[src/rtl/vdp_vram_slot_arbiter.sv]
`default_nettype none
// ============================================================================
// Module   : vdp_vram_slot_arbiter
// Brief    : VRAM access-slot scheduler. One slot per four clk21m cycles;
//            display/sprite fetch own fixed slots, CPU and command engine
//            share the free slots through a req/ack handshake.
// Options  : VDP_VRAM_ARB_RR_EN - round-robin between cpu and cmd in free
//            slots (default: fixed cpu-over-cmd priority).
// Revision : 1.0 - initial release
// ============================================================================
module vdp_vram_slot_arbiter (
    input  logic        reset,
    input  logic        clk21m,
    input  logic [1:0]  dotstate,
    input  logic [2:0]  eightdotstate,
    input  logic        window_x,
    input  logic        pre_window_y,
    input  logic        disp_en,
    input  logic        spr_en,
    input  logic [16:0] disp_addr,
    input  logic [16:0] spr_addr,
    output logic        disp_rdata_valid,
    output logic        spr_rdata_valid,
    input  logic        cpu_req,
    input  logic        cpu_we,
    input  logic [16:0] cpu_addr,
    input  logic [7:0]  cpu_wdata,
    output logic        cpu_ack,
    output logic [7:0]  cpu_rdata,
    input  logic        cmd_req,
    input  logic        cmd_we,
    input  logic [16:0] cmd_addr,
    input  logic [7:0]  cmd_wdata,
    output logic        cmd_ack,
    output logic [7:0]  cmd_rdata,
    output logic [7:0]  fetch_rdata,
    output logic [16:0] vram_addr,
    output logic        vram_we,
    output logic [7:0]  vram_wdata,
    input  logic [7:0]  vram_rdata,
    output logic [2:0]  owner
);

    localparam logic [2:0] c_OWN_IDLE = 3'd0;
    localparam logic [2:0] c_OWN_DISP = 3'd1;
    localparam logic [2:0] c_OWN_SPR  = 3'd2;
    localparam logic [2:0] c_OWN_CPU  = 3'd3;
    localparam logic [2:0] c_OWN_CMD  = 3'd4;

    // Slot phases: the decision edge starts a slot, the capture edge ends it.
    localparam logic [1:0] c_DOT_DECIDE  = 2'b10;
    localparam logic [1:0] c_DOT_CAPTURE = 2'b11;

    logic        w_active;
    logic        w_cpu_wins;
    logic [2:0]  w_next_owner;

    logic [2:0]  r_owner;
    logic [16:0] r_vram_addr;
    logic        r_vram_we;
    logic [7:0]  r_vram_wdata;
    logic [7:0]  r_cpu_rdata;
    logic [7:0]  r_cmd_rdata;
    logic [7:0]  r_fetch_rdata;
    logic        r_cpu_ack;
    logic        r_cmd_ack;
    logic        r_disp_valid;
    logic        r_spr_valid;

`ifdef VDP_VRAM_ARB_RR_EN
    logic r_last_cmd;

    // Cpu wins a contested slot only when cmd was the last one served.
    assign w_cpu_wins = r_last_cmd;

    // Remember which requester was served last, updated at every grant.
    always_ff @(posedge clk21m or posedge reset) begin
        if (reset) begin
            r_last_cmd <= 1'b0;
        end else if (dotstate == c_DOT_DECIDE) begin
            if (w_next_owner == c_OWN_CPU) begin
                r_last_cmd <= 1'b0;
            end else if (w_next_owner == c_OWN_CMD) begin
                r_last_cmd <= 1'b1;
            end
        end
    end
`else
    assign w_cpu_wins = 1'b1;
`endif

    // Classify the slot and pick its owner; fixed fetch slots are never yielded.
    always_comb begin
        w_active     = window_x & pre_window_y;
        w_next_owner = c_OWN_IDLE;
        if (w_active && disp_en && (eightdotstate[2] == 1'b0)) begin
            w_next_owner = c_OWN_DISP;
        end else if (w_active && spr_en && (eightdotstate[2:1] == 2'b10)) begin
            w_next_owner = c_OWN_SPR;
        end else if (cpu_req && cmd_req) begin
            w_next_owner = w_cpu_wins ? c_OWN_CPU : c_OWN_CMD;
        end else if (cpu_req) begin
            w_next_owner = c_OWN_CPU;
        end else if (cmd_req) begin
            w_next_owner = c_OWN_CMD;
        end
    end

    // Slot datapath: latch the winner's request at the decision edge, capture
    // read data and pulse ack/valid at the capture edge.
    always_ff @(posedge clk21m or posedge reset) begin
        if (reset) begin
            r_owner       <= c_OWN_IDLE;
            r_vram_addr   <= 17'd0;
            r_vram_we     <= 1'b0;
            r_vram_wdata  <= 8'd0;
            r_cpu_rdata   <= 8'd0;
            r_cmd_rdata   <= 8'd0;
            r_fetch_rdata <= 8'd0;
            r_cpu_ack     <= 1'b0;
            r_cmd_ack     <= 1'b0;
            r_disp_valid  <= 1'b0;
            r_spr_valid   <= 1'b0;
        end else begin
            r_cpu_ack    <= 1'b0;
            r_cmd_ack    <= 1'b0;
            r_disp_valid <= 1'b0;
            r_spr_valid  <= 1'b0;
            if (dotstate == c_DOT_DECIDE) begin
                r_owner <= w_next_owner;
                case (w_next_owner)
                    c_OWN_DISP: begin
                        r_vram_addr <= disp_addr;
                        r_vram_we   <= 1'b0;
                    end
                    c_OWN_SPR: begin
                        r_vram_addr <= spr_addr;
                        r_vram_we   <= 1'b0;
                    end
                    c_OWN_CPU: begin
                        r_vram_addr  <= cpu_addr;
                        r_vram_we    <= cpu_we;
                        r_vram_wdata <= cpu_wdata;
                    end
                    c_OWN_CMD: begin
                        r_vram_addr  <= cmd_addr;
                        r_vram_we    <= cmd_we;
                        r_vram_wdata <= cmd_wdata;
                    end
                    default: begin
                        r_vram_we <= 1'b0;
                    end
                endcase
            end else if (dotstate == c_DOT_CAPTURE) begin
                // r_vram_we still reflects this slot's direction here.
                r_vram_we <= 1'b0;
                case (r_owner)
                    c_OWN_DISP: begin
                        r_fetch_rdata <= vram_rdata;
                        r_disp_valid  <= 1'b1;
                    end
                    c_OWN_SPR: begin
                        r_fetch_rdata <= vram_rdata;
                        r_spr_valid   <= 1'b1;
                    end
                    c_OWN_CPU: begin
                        if (!r_vram_we) begin
                            r_cpu_rdata <= vram_rdata;
                        end
                        r_cpu_ack <= 1'b1;
                    end
                    c_OWN_CMD: begin
                        if (!r_vram_we) begin
                            r_cmd_rdata <= vram_rdata;
                        end
                        r_cmd_ack <= 1'b1;
                    end
                    default: begin
                    end
                endcase
            end
        end
    end

    assign owner            = r_owner;
    assign vram_addr        = r_vram_addr;
    assign vram_we          = r_vram_we;
    assign vram_wdata       = r_vram_wdata;
    assign cpu_rdata        = r_cpu_rdata;
    assign cmd_rdata        = r_cmd_rdata;
    assign fetch_rdata      = r_fetch_rdata;
    assign cpu_ack          = r_cpu_ack;
    assign cmd_ack          = r_cmd_ack;
    assign disp_rdata_valid = r_disp_valid;
    assign spr_rdata_valid  = r_spr_valid;

endmodule
`default_nettype wire

[config.mk]
export PLATFORM = sky130hd
export DESIGN_NAME = vdp_vram_slot_arbiter
export DESIGN_NICKNAME = d
export VERILOG_FILES = /design/src/rtl/vdp_vram_slot_arbiter.sv
export SDC_FILE = /design/constraint.sdc
export NUM_CORES = 1
export LEC_CHECK = 0
export CAP_MARGIN = 20
export CORE_MARGIN = 5
export CORE_UTILIZATION = 42
export DETAILED_ROUTE_END_ITERATION = 6
export PLACE_DENSITY = 0.86
export SLEW_MARGIN = 10
export SYNTH_ARGS = -nofsm -noshare
export SYNTH_HDL_FRONTEND = slang
export SYNTH_SLANG_ARGS = --single-unit
[constraint.sdc]
create_clock -name clk21m -period 2.7 [get_ports clk21m]
set_input_delay 0.54 -clock clk21m [delete_from_list [all_inputs] [get_ports clk21m]]
set_output_delay 0.54 -clock clk21m [all_outputs]
set_load 0.005 [all_outputs]
==> impl_metrics.prom, run 1 <==
# TYPE chip_impl_metric gauge
chip_impl_info{name="status",value="finished, final reports clean"} 1
chip_impl_metric{name="dp.final_hpwl",unit="um"} 7329
chip_impl_metric{name="ir_worst_vdd",unit="uV"} 260.6
chip_impl_metric{name="yosys.cell_types.count",unit=""} 34
chip_impl_metric{name="power.density_cell_area",unit="mW/mm^2"} 612.4
chip_impl_metric{name="grt_max_degree",unit=""} 43
chip_impl_metric{name="post_cts.repair.setup_buffers",unit=""} 0
chip_impl_info{name="tritoncts_clock_tree",value="yes"} 1
chip_impl_metric{name="clk_path_buf_depth",unit=""} 2
chip_impl_metric{name="power_share_of_the_combinational_group",unit=""} 0.342
chip_impl_info{name="worstSetupEndpointType",value="flop"} 1
chip_impl_metric{name="io_buffers",unit=""} 162
chip_impl_metric{name="p_leak",unit="nW"} 2.067
chip_impl_metric{name="row_count",unit=""} 31
chip_impl_metric{name="timing.final.crit_share",unit=""} 0.7819
chip_impl_metric{name="cts.hold.buffers_added",unit=""} 0
chip_impl_metric{name="fp.dieH",unit="um"} 95.00
chip_impl_metric{name="post_route_non_filler_standard_cell_count",unit=""} 554
chip_impl_metric{name="post_synth_and_or_nand_nor_area_fraction",unit=""} 0.1188
chip_impl_metric{name="worstPathRequired",unit="ps"} 2910
chip_impl_info{name="critical_path_class",value="input pin to flop"} 1
chip_impl_metric{name="syn_area",unit="mm^2"} 0.003034
chip_impl_metric{name="critical-path-max-stage-delay",unit="ps"} 640
chip_impl_metric{name="gp_congestion",unit=""} 0.8466
chip_impl_metric{name="syn_to_final_growth",unit="%"} 64.33
chip_impl_metric{name="via_count_of_the_first_global_routing_pass",unit=""} 2968
chip_impl_metric{name="routed-via-count",unit=""} 2899
chip_impl_metric{name="crit_arrival",unit="ps"} 2320
chip_impl_metric{name="timing_hold_violations_final",unit=""} 0
chip_impl_metric{name="first_iter_violations",unit=""} 109
chip_impl_metric{name="numCtsBuffers",unit=""} 9
chip_impl_info{name="setup_repair_after_global_routing_missed_its_margin",value="no"} 1
chip_impl_metric{name="routed_wirelength",unit="um"} 9108
chip_impl_metric{name="post-route-worst-setup-slack",unit="ps"} 588.8
chip_impl_metric{name="synth_mux_area_frac",unit=""} 0.1155
chip_impl_metric{name="pwr-share-clk",unit=""} 0.269
chip_impl_metric{name="routed_wire_length_per_instance",unit="um"} 16.44
chip_impl_metric{name="floorplan.initialDensity",unit=""} 0.4251
chip_impl_metric{name="cts-resized-gates",unit=""} 0
chip_impl_metric{name="internal-power",unit="W"} 0.002276
chip_impl_metric{name="gr-total-overflow",unit=""} 0
chip_impl_metric{name="dr.pass1.iters",unit=""} 4
chip_impl_info{name="hp-class",value="flop to flop"} 1
chip_impl_metric{name="finClkSkew",unit="ps"} 5.143
chip_impl_metric{name="synth_sequential_area_ratio",unit=""} 0.4701
chip_impl_metric{name="setup_viol",unit=""} 0
chip_impl_metric{name="design.final.nets",unit=""} 557
chip_impl_metric{name="numClockSinks",unit=""} 57
chip_impl_metric{name="fin_tns_setup",unit="ps"} 0
chip_impl_info{name="synth_top_family_by_area",value="compound AO/OA/AOI/OAI gates"} 1
chip_impl_metric{name="synth_xor_area_frac",unit=""} 0
chip_impl_metric{name="final_antenna_net_count",unit=""} 0
chip_impl_metric{name="post_synth_fa_ha_maj_area_fraction",unit=""} 0
chip_impl_metric{name="worstMarginPinSlew",unit="ps"} 603.1
chip_impl_metric{name="power_frac_seq",unit=""} 0.389
chip_impl_info{name="root_buffer",value="clkbuf_8"} 1
chip_impl_metric{name="power_switching",unit="W"} 0.0007774
chip_impl_info{name="worstPathCellList",value="clkdlybuf4s50_1, and4b_1, a2111o_1, mux2i_1, a21oi_1"} 1
chip_impl_metric{name="clkSlewWorstSetupHoldPaths",unit="ps"} 70
chip_impl_metric{name="globalRouteTotalUtil",unit=""} 0.2115
chip_impl_metric{name="die_w",unit="um"} 95.00
chip_impl_metric{name="post-route-drc-count",unit=""} 0
chip_impl_metric{name="grt_pass1_wl",unit="um"} 14660
chip_impl_metric{name="timing.final.crit_period",unit="ps"} 2111
chip_impl_metric{name="worst_slew_slack_as_a_fraction_of_its_limit",unit=""} 0.5974
chip_impl_metric{name="slew_violations",unit=""} 0
chip_impl_metric{name="synthesis.instances",unit=""} 287
chip_impl_metric{name="core",unit="mm^2"} 0.007137
chip_impl_metric{name="antenna_found_initial",unit=""} 0
chip_impl_metric{name="boundaryPins",unit=""} 164
chip_impl_metric{name="critical_path.n_buffers_inverters",unit=""} 1
chip_impl_metric{name="holdWs",unit="ps"} 501.9
chip_impl_metric{name="insertedDiodeCount",unit=""} 0
chip_impl_info{name="cp_top_family",value="compound AO/OA/AOI/OAI gates"} 1
chip_impl_metric{name="syn-num-nets",unit=""} 394
chip_impl_metric{name="insertion_delay",unit="ps"} 330
chip_impl_metric{name="vias_per_inst",unit=""} 5.233
chip_impl_metric{name="placed_cells",unit=""} 538
chip_impl_metric{name="htree_num_levels",unit=""} 3
chip_impl_metric{name="avgSynthCellArea",unit="um^2"} 10.57
chip_impl_info{name="cp_launch_type",value="input pin"} 1
chip_impl_metric{name="area_fraction_in_compound_gates_after_synthesis",unit=""} 0.2239
chip_impl_metric{name="yosys_synthesis_warning_count",unit=""} 0
chip_impl_metric{name="detailedPlace.worstSlack",unit="ps"} 255.4
chip_impl_metric{name="max-cap-violations",unit=""} 0
chip_impl_metric{name="dieArea",unit="mm^2"} 0.009024
chip_impl_info{name="worst_path_max_delay_cell",value="a2111o_1"} 1
chip_impl_metric{name="power.share.switching",unit=""} 0.2546
chip_impl_metric{name="max_fclk",unit="GHz"} 0.4737
chip_impl_metric{name="flop_and_latch_count_out_of_synthesis",unit=""} 57
chip_impl_metric{name="highest_net_fanout_along_the_worst_path",unit=""} 9
chip_impl_metric{name="drive_above_1_share",unit=""} 0.1341
-- layer usage --
metal | global-route usage | up-vias | routed length, um
met4 | 0.09135 | 0 | 204
met5 | 0 | - | 0
li1 | - | 1387 | -
met3 | 0.05578 | 19 | 644
met1 | 0.2522 | 1369 | 3639
met2 | 0.3588 | 124 | 4620
-- area by class of cell --
cell class | instances | area, um^2
Clock buffer | 12 | 165.2
Clock inverter | 4 | 50.05
Fill cell | 550 | 2151
Inverter | 19 | 71.32
Multi-Input combinational cell | 186 | 1390
Sequential cell | 57 | 1426
Tap cell | 99 | 123.9
Timing Repair Buffer | 177 | 1759
-- per-stage QoR --
step	cell area (um^2)	utilization	total power, W
detailed placement	4771	0.6685	0.002263
CTS	4986	0.6986	0.003095
floorplan	3034	-	0.001552
global route	4986	0.6986	0.003223
finish	4986	0.6986	0.003053
global placement	4771	0.6685	0.002219
-- synthesized netlist by cell type --
cell type,count,share of area
nand2_1,5,0.0062
a221oi_1,17,0.049
a21oi_1,8,0.013
a211oi_4,1,0.0066
o31ai_1,17,0.042
o31ai_2,1,0.0041
mux2i_1,8,0.026
and2_1,1,0.0021
and3_1,1,0.0021
nand4b_1,1,0.0029
clkbuf_1,9,0.011
dfrtp_1,57,0.47
or2_1,1,0.0021
nand3b_1,2,0.0049
nor2_1,31,0.038
nand2b_1,2,0.0041
o21ai_0,19,0.031
a2111oi_4,2,0.018
inv_1,19,0.024
and3b_1,3,0.0087
and4b_1,1,0.0033
nor3b_1,17,0.042
a211oi_1,18,0.045
buf_1,1,0.0012
mux2_2,24,0.089
o21bai_2,1,0.0037
o22ai_1,1,0.0021
a2111o_1,1,0.0037
a22oi_1,1,0.0025
o41ai_1,1,0.0029
buf_6,3,0.011
buf_12,1,0.0066
nor2b_1,1,0.0021
buf_2,11,0.018
-- power groups by stage --
stage          Sequential, W  Clock [W]  Combinational (W)
6_report             0.00119   0.000821            0.00104
5_1_grt              0.00122   0.000879            0.00112
4_1_cts              0.00119   0.000844            0.00106
3_5_place_dp         0.00121          0            0.00106
3_3_place_gp         0.00119          0            0.00103
2_1_floorplan        0.00121          0           0.000339
-- registers in the layout, indices dropped and copies added, names as in the netlist --
register and flops:
spr_rdata_valid 1, cmd_rdata 8, disp_rdata_valid 1, cpu_rdata 8, vram_wdata 8, cpu_ack 1
owner 3, fetch_rdata 8, cmd_ack 1, vram_we 1, vram_addr 17
-- cell usage in the layout, fill, tap and decap left out, types with 12 or more instances in the layout --
| cell | instances |
|---|---|
| nor3b_1 | 17 |
| dfrtp_1 | 57 |
| a221oi_1 | 17 |
| nor2_1 | 31 |
| o21ai_0 | 19 |
| o31ai_1 | 17 |
| buf_4 | 13 |
| mux2_2 | 24 |
| clkbuf_8 | 12 |
| inv_1 | 18 |
| a211oi_1 | 18 |
| clkdlybuf4s50_1 | 162 |
-- cells by family after synthesis --
| group | after synthesis |
|---|---|
| compound gates | 88 |
| simple gates | 66 |
| flops | 57 |
| buf+inv | 44 |
| mux | 32 |
-- worst paths after layout --
kind,slack [ps],depth (start not counted),from,end
worst max-delay path,590,5,window_x,vram_wdata[5]
worst min-delay path,500,1,cmd_rdata[3],cmd_rdata[3]
worst max register to register,1030,4,owner[2],fetch_rdata[3]
worst min register to register,500,1,cmd_rdata[3],cmd_rdata[3]
max in group asynchronous,1500,3,reset,cmd_ack
min in group asynchronous,610,2,reset,vram_wdata[3]
(Power assumes the default switching activity.)
==> inputs of run 2 (changes only) <==
--- a/config.mk
+++ b/config.mk
@@ -7,9 +7,9 @@
 export LEC_CHECK = 0
 export CAP_MARGIN = 20
 export CORE_MARGIN = 5
-export CORE_UTILIZATION = 42
+export CORE_UTILIZATION = 36
 export DETAILED_ROUTE_END_ITERATION = 6
-export PLACE_DENSITY = 0.86
+export PLACE_DENSITY = 0.78
 export SLEW_MARGIN = 10
 export SYNTH_ARGS = -nofsm -noshare
 export SYNTH_HDL_FRONTEND = slang
==> constraint.sdc (replaced) <==
create_clock -name clk21m -period 1.85 [get_ports clk21m]
set_input_delay 0.37 -clock clk21m [delete_from_list [all_inputs] [get_ports clk21m]]
set_output_delay 0.37 -clock clk21m [all_outputs]
set_load 0.005 [all_outputs]
==> run 2 against run 1 <==
Compared with the run above: via count grew 3.0%; sequential power up 46%; first-iteration DRC count is 6.4% lower; final cell count increased by 6.0%; die area increased by 15%; count of clock-buffer cells in the layout decreased by 2.
==> impl_metrics.prom, run 2 (same netlist as run 1, synthesis figures left out) <==
# TYPE chip_impl_metric gauge
chip_impl_metric{name="grt_max_degree",unit=""} 50
chip_impl_metric{name="vias_per_inst",unit=""} 5.089
chip_impl_info{name="status",value="finished, final reports clean"} 1
chip_impl_metric{name="gr-total-overflow",unit=""} 0
chip_impl_metric{name="via_count_of_the_first_global_routing_pass",unit=""} 3193
chip_impl_metric{name="cts.hold.buffers_added",unit=""} 0
chip_impl_metric{name="post-route-drc-count",unit=""} 0
chip_impl_info{name="worstPathCellList",value="clkdlybuf4s50_1, and2_1, buf_4, a2111o_1, buf_4, mux2i_1, a21oi_1"} 1
chip_impl_metric{name="routed_wire_length_per_instance",unit="um"} 16.26
chip_impl_metric{name="slew_violations",unit=""} 0
chip_impl_metric{name="crit_arrival",unit="ps"} 1990
chip_impl_info{name="critical_path.most_common_cell",value="buf_4"} 1
chip_impl_info{name="critical_path_class",value="input pin to flop"} 1
chip_impl_metric{name="p_leak",unit="nW"} 2.221
chip_impl_info{name="root_buffer",value="clkbuf_8"} 1
chip_impl_info{name="tritoncts_clock_tree",value="yes"} 1
chip_impl_metric{name="insertion_delay",unit="ps"} 340
chip_impl_metric{name="worst_slew_slack_as_a_fraction_of_its_limit",unit=""} 0.6747
chip_impl_info{name="hp-class",value="input pin to asynchronous set/reset pin"} 1
chip_impl_metric{name="timing.final.crit_period",unit="ps"} 1780
chip_impl_metric{name="report.power.total",unit="W"} 0.004634
chip_impl_metric{name="finClkSkew",unit="ps"} 11.24
chip_impl_metric{name="ir_worst_vdd",unit="uV"} 406.1
chip_impl_info{name="mostFrequentLayoutCell",value="clkdlybuf4s50_1"} 1
chip_impl_metric{name="final_antenna_net_count",unit=""} 0
chip_impl_metric{name="max_fclk",unit="GHz"} 0.5619
chip_impl_metric{name="drive_above_1_share",unit=""} 0.1867
chip_impl_metric{name="gp_congestion",unit=""} 0.8105
chip_impl_metric{name="routed_wirelength",unit="um"} 9542
chip_impl_info{name="setup_repair_after_global_routing_missed_its_margin",value="no"} 1
chip_impl_metric{name="routed-via-count",unit=""} 2987
chip_impl_metric{name="clk_path_buf_depth",unit=""} 2
chip_impl_metric{name="finish.utilization",unit=""} 0.6388
chip_impl_metric{name="dieArea",unit="mm^2"} 0.01036
chip_impl_metric{name="insertedDiodeCount",unit=""} 0
chip_impl_metric{name="worstMarginPinSlew",unit="ps"} 487.6
chip_impl_metric{name="timing_hold_violations_final",unit=""} 0
chip_impl_metric{name="max-cap-violations",unit=""} 0
chip_impl_metric{name="syn_to_final_growth",unit="%"} 72.99
chip_impl_metric{name="boundaryPins",unit=""} 164
chip_impl_metric{name="power.density_cell_area",unit="mW/mm^2"} 882.9
chip_impl_metric{name="first_iter_violations",unit=""} 102
chip_impl_metric{name="core",unit="mm^2"} 0.008217
chip_impl_metric{name="nFillCells",unit=""} 684
chip_impl_metric{name="holdWs",unit="ps"} 269.4
chip_impl_metric{name="dr.pass1.iters",unit=""} 4
chip_impl_info{name="worstSetupEndpointType",value="flop"} 1
chip_impl_info{name="mostFrequentLayoutCells",value="clkdlybuf4s50_1 (162), dfrtp_1 (57), buf_4 (37)"} 1
chip_impl_metric{name="htree_num_levels",unit=""} 3
chip_impl_metric{name="fp.dieH",unit="um"} 101.8
chip_impl_metric{name="dp.final_hpwl",unit="um"} 7795
chip_impl_metric{name="worstPathRequired",unit="ps"} 2060
chip_impl_metric{name="critical_path.n_buffers_inverters",unit=""} 3
chip_impl_metric{name="numClockSinks",unit=""} 57
chip_impl_metric{name="grt_pass1_wl",unit="um"} 15480
chip_impl_info{name="cp_top_family",value="buffers and inverters"} 1
chip_impl_info{name="worst_path_max_delay_cell",value="clkdlybuf4s50_1"} 1
chip_impl_metric{name="critical-path-max-stage-delay",unit="ps"} 430
chip_impl_metric{name="setup_viol",unit=""} 0
chip_impl_info{name="cp_launch_type",value="input pin"} 1
chip_impl_metric{name="floorplan.initialDensity",unit=""} 0.3693
chip_impl_metric{name="antenna_found_initial",unit=""} 0
chip_impl_metric{name="fin_tns_setup",unit="ps"} 0
chip_impl_metric{name="numCtsBuffers",unit=""} 9
chip_impl_metric{name="timing.final.crit_share",unit=""} 0.9620
chip_impl_metric{name="highest_net_fanout_along_the_worst_path",unit=""} 9
chip_impl_metric{name="globalRouteTotalUtil",unit=""} 0.1917
chip_impl_metric{name="die_w",unit="um"} 101.8
chip_impl_metric{name="io_buffers",unit=""} 162
chip_impl_metric{name="row_count",unit=""} 33
chip_impl_metric{name="design.final.nets",unit=""} 584
chip_impl_metric{name="clkSlewWorstSetupHoldPaths",unit="ps"} 70
chip_impl_metric{name="largest_register_ffs",unit=""} 17
-- run 2: path summary, 6_finish.rpt --
kind,startpoint,end,slack (ps),depth (start not counted)
max in group asynchronous,reset,owner[1],1060,3
min in group clk21m,cpu_rdata[2],cpu_rdata[2],510,1
hold / removal,reset,vram_wdata[5],270,2
setup / recovery,window_x,vram_wdata[4],70,7
hold reg to reg,cpu_rdata[2],cpu_rdata[2],510,1
setup reg to reg,owner[2],fetch_rdata[3],180,4
-- run 2: final cells by class --
| type | instances | area [um^2] | share of cell area |
|---|---|---|---|
| Clock buffer | 10 | 137.6 | 0.02622 |
| Clock inverter | 6 | 90.09 | 0.01716 |
| Timing Repair Buffer | 204 | 1999 | 0.3809 |
| Sequential cell | 57 | 1426 | 0.2718 |
| Tap cell | 105 | 131.4 | 0.02503 |
| Inverter | 19 | 71.32 | 0.01359 |
| Multi-Input combinational cell | 186 | 1393 | 0.2653 |
-- run 2: report_power, final --
group          internal (W)  switching, W  leakage, nW
sequential          0.00157      0.000173        0.704
clock              0.000799      0.000516        0.113
combinational       0.00107      0.000511         1.40
total               0.00343       0.00120         2.22
-- run 2: what timing repair did --
item | in CTS | in global routing
buffers inserted | 0 | 0
gates resized for setup | 0 | 2
setup endpoints to repair | 0 | 9
-- run 2: routing by layer --
layer  routed length [um]  vias to the layer above  global-route usage
met5                    0                        -                   0
li1                     -                     1443                   -
met2                 4769                      134              0.3255
met3                  795                       14             0.05441
met4                  169                        0             0.06748
met1                 3809                     1396              0.2328
-- run 2: stage by stage --
step	instances	area [um^2]	setup slack, ps
6_report	587	5249	70.23
5_1_grt	587	5249	10.26
4_1_cts	587	5246	75.27
3_5_place_dp	571	5019	-288.5
3_3_place_gp	571	5019	-259.2
2_1_floorplan	287	3034	80.36
-- run 2: worst register-to-register path, delay by kind of cell (launching register included) --
family | cells | cell delay, ps
compound gates | 1 | 410
flops | 1 | 410
mux | 1 | 400
simple gates | 2 | 340
